`config.mk`:
```
export PLATFORM = sky130hd
export DESIGN_NAME = dl_rom_sequencer
export DESIGN_NICKNAME = d
export VERILOG_FILES = /design/src/rtl/dl_rom_sequencer.sv
export SDC_FILE = /design/constraint.sdc
export NUM_CORES = 1
export LEC_CHECK = 0
export ABC_AREA = 1
export CELL_PAD_IN_SITES_DETAIL_PLACEMENT = 1
export CELL_PAD_IN_SITES_GLOBAL_PLACEMENT = 2
export CORE_ASPECT_RATIO = 0.7
export CORE_UTILIZATION = 29
export DETAILED_ROUTE_END_ITERATION = 10
export PLACE_DENSITY_LB_ADDON = 0.08
export SYNTH_ARGS = -nofsm -noshare
export SYNTH_HDL_FRONTEND = slang
export SYNTH_SLANG_ARGS = --single-unit
export TNS_END_PERCENT = 10
```
`constraint.sdc`:
```
create_clock -name clk_sys -period 6.2 [get_ports clk_sys]
set_input_delay 1.55 -clock clk_sys [delete_from_list [all_inputs] [get_ports clk_sys]]
set_output_delay 1.55 -clock clk_sys [all_outputs]
set_load 0.02 [all_outputs]
```
`src/rtl/dl_rom_sequencer.sv`:
```
// Download-to-ROM sequencer: splits the HPS byte stream into four ROM regions, hands each
// byte to the ROM port through a one-entry valid/ready buffer and gates the core reset.
module dl_rom_sequencer #(
    parameter int unsigned ROM_SIZE    = 37120,
    parameter int unsigned REG1_BASE   = 24576,
    parameter int unsigned REG2_BASE   = 32768,
    parameter int unsigned REG3_BASE   = 36864,
    parameter int unsigned HOLD_CYCLES = 16
) (
    input  logic        clk_sys,
    input  logic        reset,
    input  logic        ioctl_download,
    input  logic        ioctl_wr,
    input  logic [24:0] ioctl_addr,
    input  logic [7:0]  ioctl_dout,
    input  logic        dn_ready,
    output logic        dn_wr,
    output logic [15:0] dn_addr,
    output logic [7:0]  dn_data,
    output logic [1:0]  dn_region,
    output logic        core_reset,
    output logic        dl_busy,
    output logic        dl_done,
    output logic        dl_error,
    output logic [16:0] byte_count,
    output logic [7:0]  checksum
);

    localparam int unsigned HoldW = $clog2(HOLD_CYCLES + 1);

    localparam logic [24:0] RomEnd = 25'(ROM_SIZE);
    localparam logic [24:0] Reg1Hi = 25'(REG1_BASE);
    localparam logic [24:0] Reg2Hi = 25'(REG2_BASE);
    localparam logic [24:0] Reg3Hi = 25'(REG3_BASE);
    localparam logic [15:0] Reg1Lo = 16'(REG1_BASE);
    localparam logic [15:0] Reg2Lo = 16'(REG2_BASE);
    localparam logic [15:0] Reg3Lo = 16'(REG3_BASE);

    typedef enum logic [2:0] {
        StIdle,
        StLoad,
        StDrain,
        StHold,
        StRun
    } state_e;

    state_e             state_q, state_d;
    logic [HoldW-1:0]   hold_q;
    logic               dn_wr_q;
    logic [15:0]        dn_addr_q;
    logic [7:0]         dn_data_q;
    logic [1:0]         dn_region_q;
    logic               core_reset_q;
    logic               dl_busy_q;
    logic               dl_done_q;
    logic               dl_error_q;
    logic [16:0]        byte_count_q;
    logic [7:0]         checksum_q;

    logic               xfer;
    logic               in_range;
    logic               load_entry;
    logic               cap_req;
    logic               accept;
    logic               overrun;
    logic               image_ok;
    logic [1:0]         cap_region;
    logic [15:0]        cap_base;
    logic [15:0]        cap_offset;

    always_comb begin
        xfer       = dn_wr_q & dn_ready;
        in_range   = ioctl_addr < RomEnd;
        load_entry = ioctl_download &&
                     (state_q == StIdle || state_q == StHold || state_q == StRun);
        // A byte arriving on the same edge that opens the window is still captured.
        cap_req    = (state_q == StLoad || load_entry) && ioctl_wr && in_range;
        accept     = cap_req && (!dn_wr_q || dn_ready);
        overrun    = cap_req && !accept;
        image_ok   = (byte_count_q == 17'(ROM_SIZE)) && !dl_error_q;

        if (ioctl_addr < Reg1Hi) begin
            cap_region = 2'd0;
            cap_base   = 16'd0;
        end else if (ioctl_addr < Reg2Hi) begin
            cap_region = 2'd1;
            cap_base   = Reg1Lo;
        end else if (ioctl_addr < Reg3Hi) begin
            cap_region = 2'd2;
            cap_base   = Reg2Lo;
        end else begin
            cap_region = 2'd3;
            cap_base   = Reg3Lo;
        end
        cap_offset = ioctl_addr[15:0] - cap_base;

        state_d = state_q;
        unique case (state_q)
            StIdle:  if (ioctl_download) state_d = StLoad;
            StLoad:  if (!ioctl_download) state_d = StDrain;
            StDrain: if (!dn_wr_q || xfer) state_d = StHold;
            StHold: begin
                if (ioctl_download) begin
                    state_d = StLoad;
                end else if (hold_q <= HoldW'(1)) begin
                    state_d = image_ok ? StRun : StIdle;
                end
            end
            StRun:   if (ioctl_download) state_d = StLoad;
            default: state_d = StIdle;
        endcase
    end

    always_ff @(posedge clk_sys) begin
        if (reset) begin
            state_q      <= StIdle;
            hold_q       <= '0;
            dn_wr_q      <= 1'b0;
            dn_addr_q    <= '0;
            dn_data_q    <= '0;
            dn_region_q  <= '0;
            core_reset_q <= 1'b1;
            dl_busy_q    <= 1'b0;
            dl_done_q    <= 1'b0;
            dl_error_q   <= 1'b0;
            byte_count_q <= '0;
            checksum_q   <= '0;
        end else begin
            state_q      <= state_d;
            core_reset_q <= (state_d != StRun);
            dl_done_q    <= (state_d == StRun);
            dl_busy_q    <= (state_d == StLoad) || (state_d == StDrain) ||
                            (state_d == StHold);

            // Counts HOLD_CYCLES cycles of HOLD before the release decision.
            if (state_q == StDrain && state_d == StHold) begin
                hold_q <= HoldW'(HOLD_CYCLES);
            end else if (state_q == StHold && hold_q != '0) begin
                hold_q <= hold_q - HoldW'(1);
            end

            if (accept) begin
                dn_wr_q     <= 1'b1;
                dn_addr_q   <= cap_offset;
                dn_data_q   <= ioctl_dout;
                dn_region_q <= cap_region;
            end else if (xfer) begin
                dn_wr_q     <= 1'b0;
            end

            if (load_entry) begin
                byte_count_q <= accept ? 17'd1 : 17'd0;
                checksum_q   <= accept ? ioctl_dout : 8'd0;
                dl_error_q   <= 1'b0;
            end else begin
                if (accept) begin
                    byte_count_q <= byte_count_q + 17'd1;
                    checksum_q   <= checksum_q + ioctl_dout;
                end
                if (overrun) begin
                    dl_error_q <= 1'b1;
                end
            end
        end
    end

    assign dn_wr      = dn_wr_q;
    assign dn_addr    = dn_addr_q;
    assign dn_data    = dn_data_q;
    assign dn_region  = dn_region_q;
    assign core_reset = core_reset_q;
    assign dl_busy    = dl_busy_q;
    assign dl_done    = dl_done_q;
    assign dl_error   = dl_error_q;
    assign byte_count = byte_count_q;
    assign checksum   = checksum_q;

endmodule

```
==> impl_metrics.json <==
{
  "cts_tree": "built",
  "cts_root_buffer": "clkbuf_16",
  "p_int_w": 0.000740,
  "setup_viol": 0,
  "required_ns": 6.37,
  "r2r_setup_slack_ns": 4.14,
  "power_density_mw_per_mm2": 202,
  "die_x_um": 134,
  "maxCapViolations": 0,
  "hpwl_mm": 8.02,
  "wirelength_mm": 11.1,
  "reg2reg_to": "byte_count[5]",
  "yosys-top-cells-area": "dfxtp_1, nand2_1, nand3_1",
  "switching_share_pct": 24.0,
  "period_needed_ns": 3.44,
  "syn_nets": 550,
  "crit_chain": "clkdlybuf4s50_1 -> nor2_1 -> nand2_1 -> nor2_2 -> nand3_1 -> nand3b_1 -> ha_1 -> nand2_1 -> o21ai_0 -> xnor2_1 -> a21oi_1",
  "grt_pass1_vias": 3566,
  "hold_depth": 2,
  "slowest_delay_ns": 0.40,
  "postCtsHoldBufs": 0,
  "p_seq_share_pct": 42.7,
  "final.period_utilization_pct": 55.5,
  "finalClockSkew_ns": 0.00865,
  "ys_seq_area_share_pct": 36.1,
  "start_util_pct": 30.0,
  "critPathLaunchType": "input pin",
  "fmax_mhz": 291,
  "ys_ff_latch": 64,
  "p_leak_nw": 1.85,
  "area_growth_pct": 35.9,
  "worstSetupPathType": "in2reg",
  "worst_hold_path_type": "reg2reg",
  "slew_headroom_pct": 51.9,
  "synth_edf_count": 0,
  "routabilityCongestion": 0.778,
  "viasPerCell": 4.76,
  "r2r_cells": 11,
  "drive_gt1_share_pct": 4.64,
  "r2r-start": "state_q[0]",
  "netSwitchingPower_w": 0.000234,
  "synth_top_area_cell": "dfxtp_1",
  "clkTransAtPathRegs_ns": 0.05,
  "grt_max_degree": 57,
  "endpoint_kind": "flip-flop",
  "finalSetupTns_ns": 0,
  "antenna_found_initial": 0,
  "core_mm2": 0.0118,
  "status": "completed",
  "ir_drop_uv": 116,
  "synthCells": 495,
  "dieHeight_um": 94.6,
  "power_frac_clock_pct": 49.0,
  "crit_path_max_fanout": 4,
  "drtPass1Iterations": 4,
  "ant_nets": 0,
  "nets": 632,
  "cts_buffer_depth": 2,
  "grt_pass1_wl_mm": 18.5,
  "io_pins": 94,
  "synth.distinct_cells": 37,
  "combPwrFrac_pct": 8.3,
  "synthesis.area_mm2": 0.00355,
  "place_area_mm2": 0.00454,
  "hold_viol_final": 0,
  "wl_per_cell_um": 15.0,
  "cts.repair.resized": 0,
  "cts_made_buffers": 9,
  "crit_buf_inv": 1,
  "track_usage_pct": 18.6,
  "dp_slack_ns": 2.40,
  "cts_max_level": 3,
  "synth.top_cell.area_share_pct": 36.1,
  "die-area_mm2": 0.0127,
  "yosys_warnings": 0,
  "io_buffers": 93,
  "clkSinkCount": 64,
  "whs_endpoint": "dn_region[1]",
  "worst_pin_slew_ns": 0.722,
  "min_from": "dn_region[1]",
  "yosys.cell_count.top_type": "nand2_1",
  "crit_slowest_cell": "clkdlybuf4s50_1",
  "crit_top_cell": "nand2_1",
  "synthTopCellsByCount": "nand2_1, dfxtp_1, nor2_1",
  "worstPathArrival_ns": 3.61,
  "syn_avg_cell_area_um2": 7.17,
  "post_cts_buffers": 0,
  "drv_slew": 0,
  "synth_flop_cell": "dfxtp_1",
  "fp-row-count": 33,
  "drc": 0,
  "setup_ws_ns": 2.76,
  "clock_latency_ns": 0.33,
  "rsz0062_at_grt": "false",
  "n_antenna_cell": 0,
  "overflow": 0,
  "drt-initial-drc-count": 100,
  "postLayoutCellArea_mm2": 0.00482,
  "vias": 3521,
  "cpLargestDelayFamily": "simple AND/OR/NAND/NOR gates",
  "synthArstFlopShare_pct": 0
}
==> state kept, by name (all words and copies together) (netlist names) <==
register / cells
dn_data: 8
state_q: 3
dn_addr: 16
dl_error: 1
dn_wr: 1
core_reset: 1
hold_q: 5
dl_busy: 1
checksum: 8
dl_done: 1
dn_region: 2
byte_count: 17
==> layout by cell type, fill, tap and decap left out, types with 2 or more instances in the layout <==
| master | Yosys | final |
|---|---|---|
| ha_1 | 15 | 15 |
| nand3b_1 | 11 | 11 |
| inv_1 | 50 | 50 |
| a21o_1 | 2 | 2 |
| nand3_1 | 51 | 51 |
| clkinv_2 | 0 | 3 |
| nor3_1 | 7 | 7 |
| clkbuf_8 | 0 | 2 |
| a21oi_1 | 47 | 47 |
| fa_1 | 2 | 2 |
| xor2_1 | 10 | 10 |
| dfxtp_1 | 64 | 64 |
| or2_2 | 2 | 2 |
| nor4_1 | 2 | 2 |
| o211ai_1 | 8 | 8 |
| nor2_1 | 58 | 58 |
| nand4_1 | 14 | 14 |
| clkdlybuf4s50_1 | 0 | 93 |
| nand2_1 | 87 | 87 |
| buf_4 | 5 | 2 |
| xnor2_1 | 6 | 6 |
| clkbuf_16 | 0 | 9 |
| o21ai_0 | 21 | 21 |
==> tightest hold or removal path: stages, from the launching register on <==
cell,delay [ns]
dfxtp_1,0.31
inv_1,0.05
a21oi_1,0.05
==> worst max-delay path by stage <==
stage                   start          end  cells after the start
6_report       ioctl_addr[21]  dn_addr[15]                     11
5_1_grt        ioctl_addr[19]  dn_addr[15]                     11
4_1_cts        ioctl_addr[21]  dn_addr[15]                     11
3_5_place_dp   ioctl_addr[21]  dn_addr[15]                     11
3_3_place_gp   ioctl_addr[21]  dn_addr[15]                     11
2_1_floorplan  ioctl_addr[21]  dn_addr[15]                     10
==> routing by layer <==
| metal | global-route usage, % | vias to the layer above | share of wire, % |
|---|---|---|---|
| met4 | 3.84 | 0 | 0.95 |
| met1 | 26.6 | 1656 | 55 |
| met3 | 4.24 | 10 | 3.0 |
| li1 | - | 1802 | - |
| met5 | 0 | - | 0 |
| met2 | 28.3 | 53 | 41 |
==> cell type report <==
class | instances | area [um^2]
Clock inverter | 5 | 31.3
Inverter | 51 | 191
Clock buffer | 11 | 253
Sequential cell | 64 | 1280
Tap cell | 157 | 196
Multi-Input combinational cell | 356 | 1920
Fill cell | 1462 | 6990
Timing Repair Buffer | 95 | 946
==> per-stage QoR <==
stage	instances	power, W	hold slack, ns	util [%]
final	739	0.000974	0.460	40.8
after global routing	739	0.00102	0.475	40.8
after CTS	739	0.000992	0.464	40.8
after detailed placement	723	0.000506	0.455	38.4
after global placement	723	0.000505	0.439	38.4
after floorplan	495	0.000465	0.457	-
==> power groups by stage <==
stage / Sequential, W / Combinational, W / Clock, W
floorplan: 0.000425 / 0.0000397 / 0
global placement: 0.000425 / 0.0000799 / 0
detailed placement: 0.000425 / 0.0000815 / 0
CTS: 0.000416 / 0.0000819 / 0.000495
global route: 0.000416 / 0.0000904 / 0.000511
finish: 0.000416 / 0.0000809 / 0.000477
==> logic make-up (layout without fill, tap and decap cells) <==
| group | Yosys count | after routing | synth area share [%] |
|---|---|---|---|
| buffers and inverters | 75 | 162 | 9.66 |
| adders and majority gates | 17 | 17 | 6.42 |
| and+or+nand+nor | 243 | 243 | 31.7 |
| AOI/OAI and AO/OA | 80 | 80 | 12.2 |
| xor gates and xnor gates | 16 | 16 | 3.95 |
| DFF | 64 | 64 | 36.1 |
Note: power is estimated with default switching activity, not from simulation.
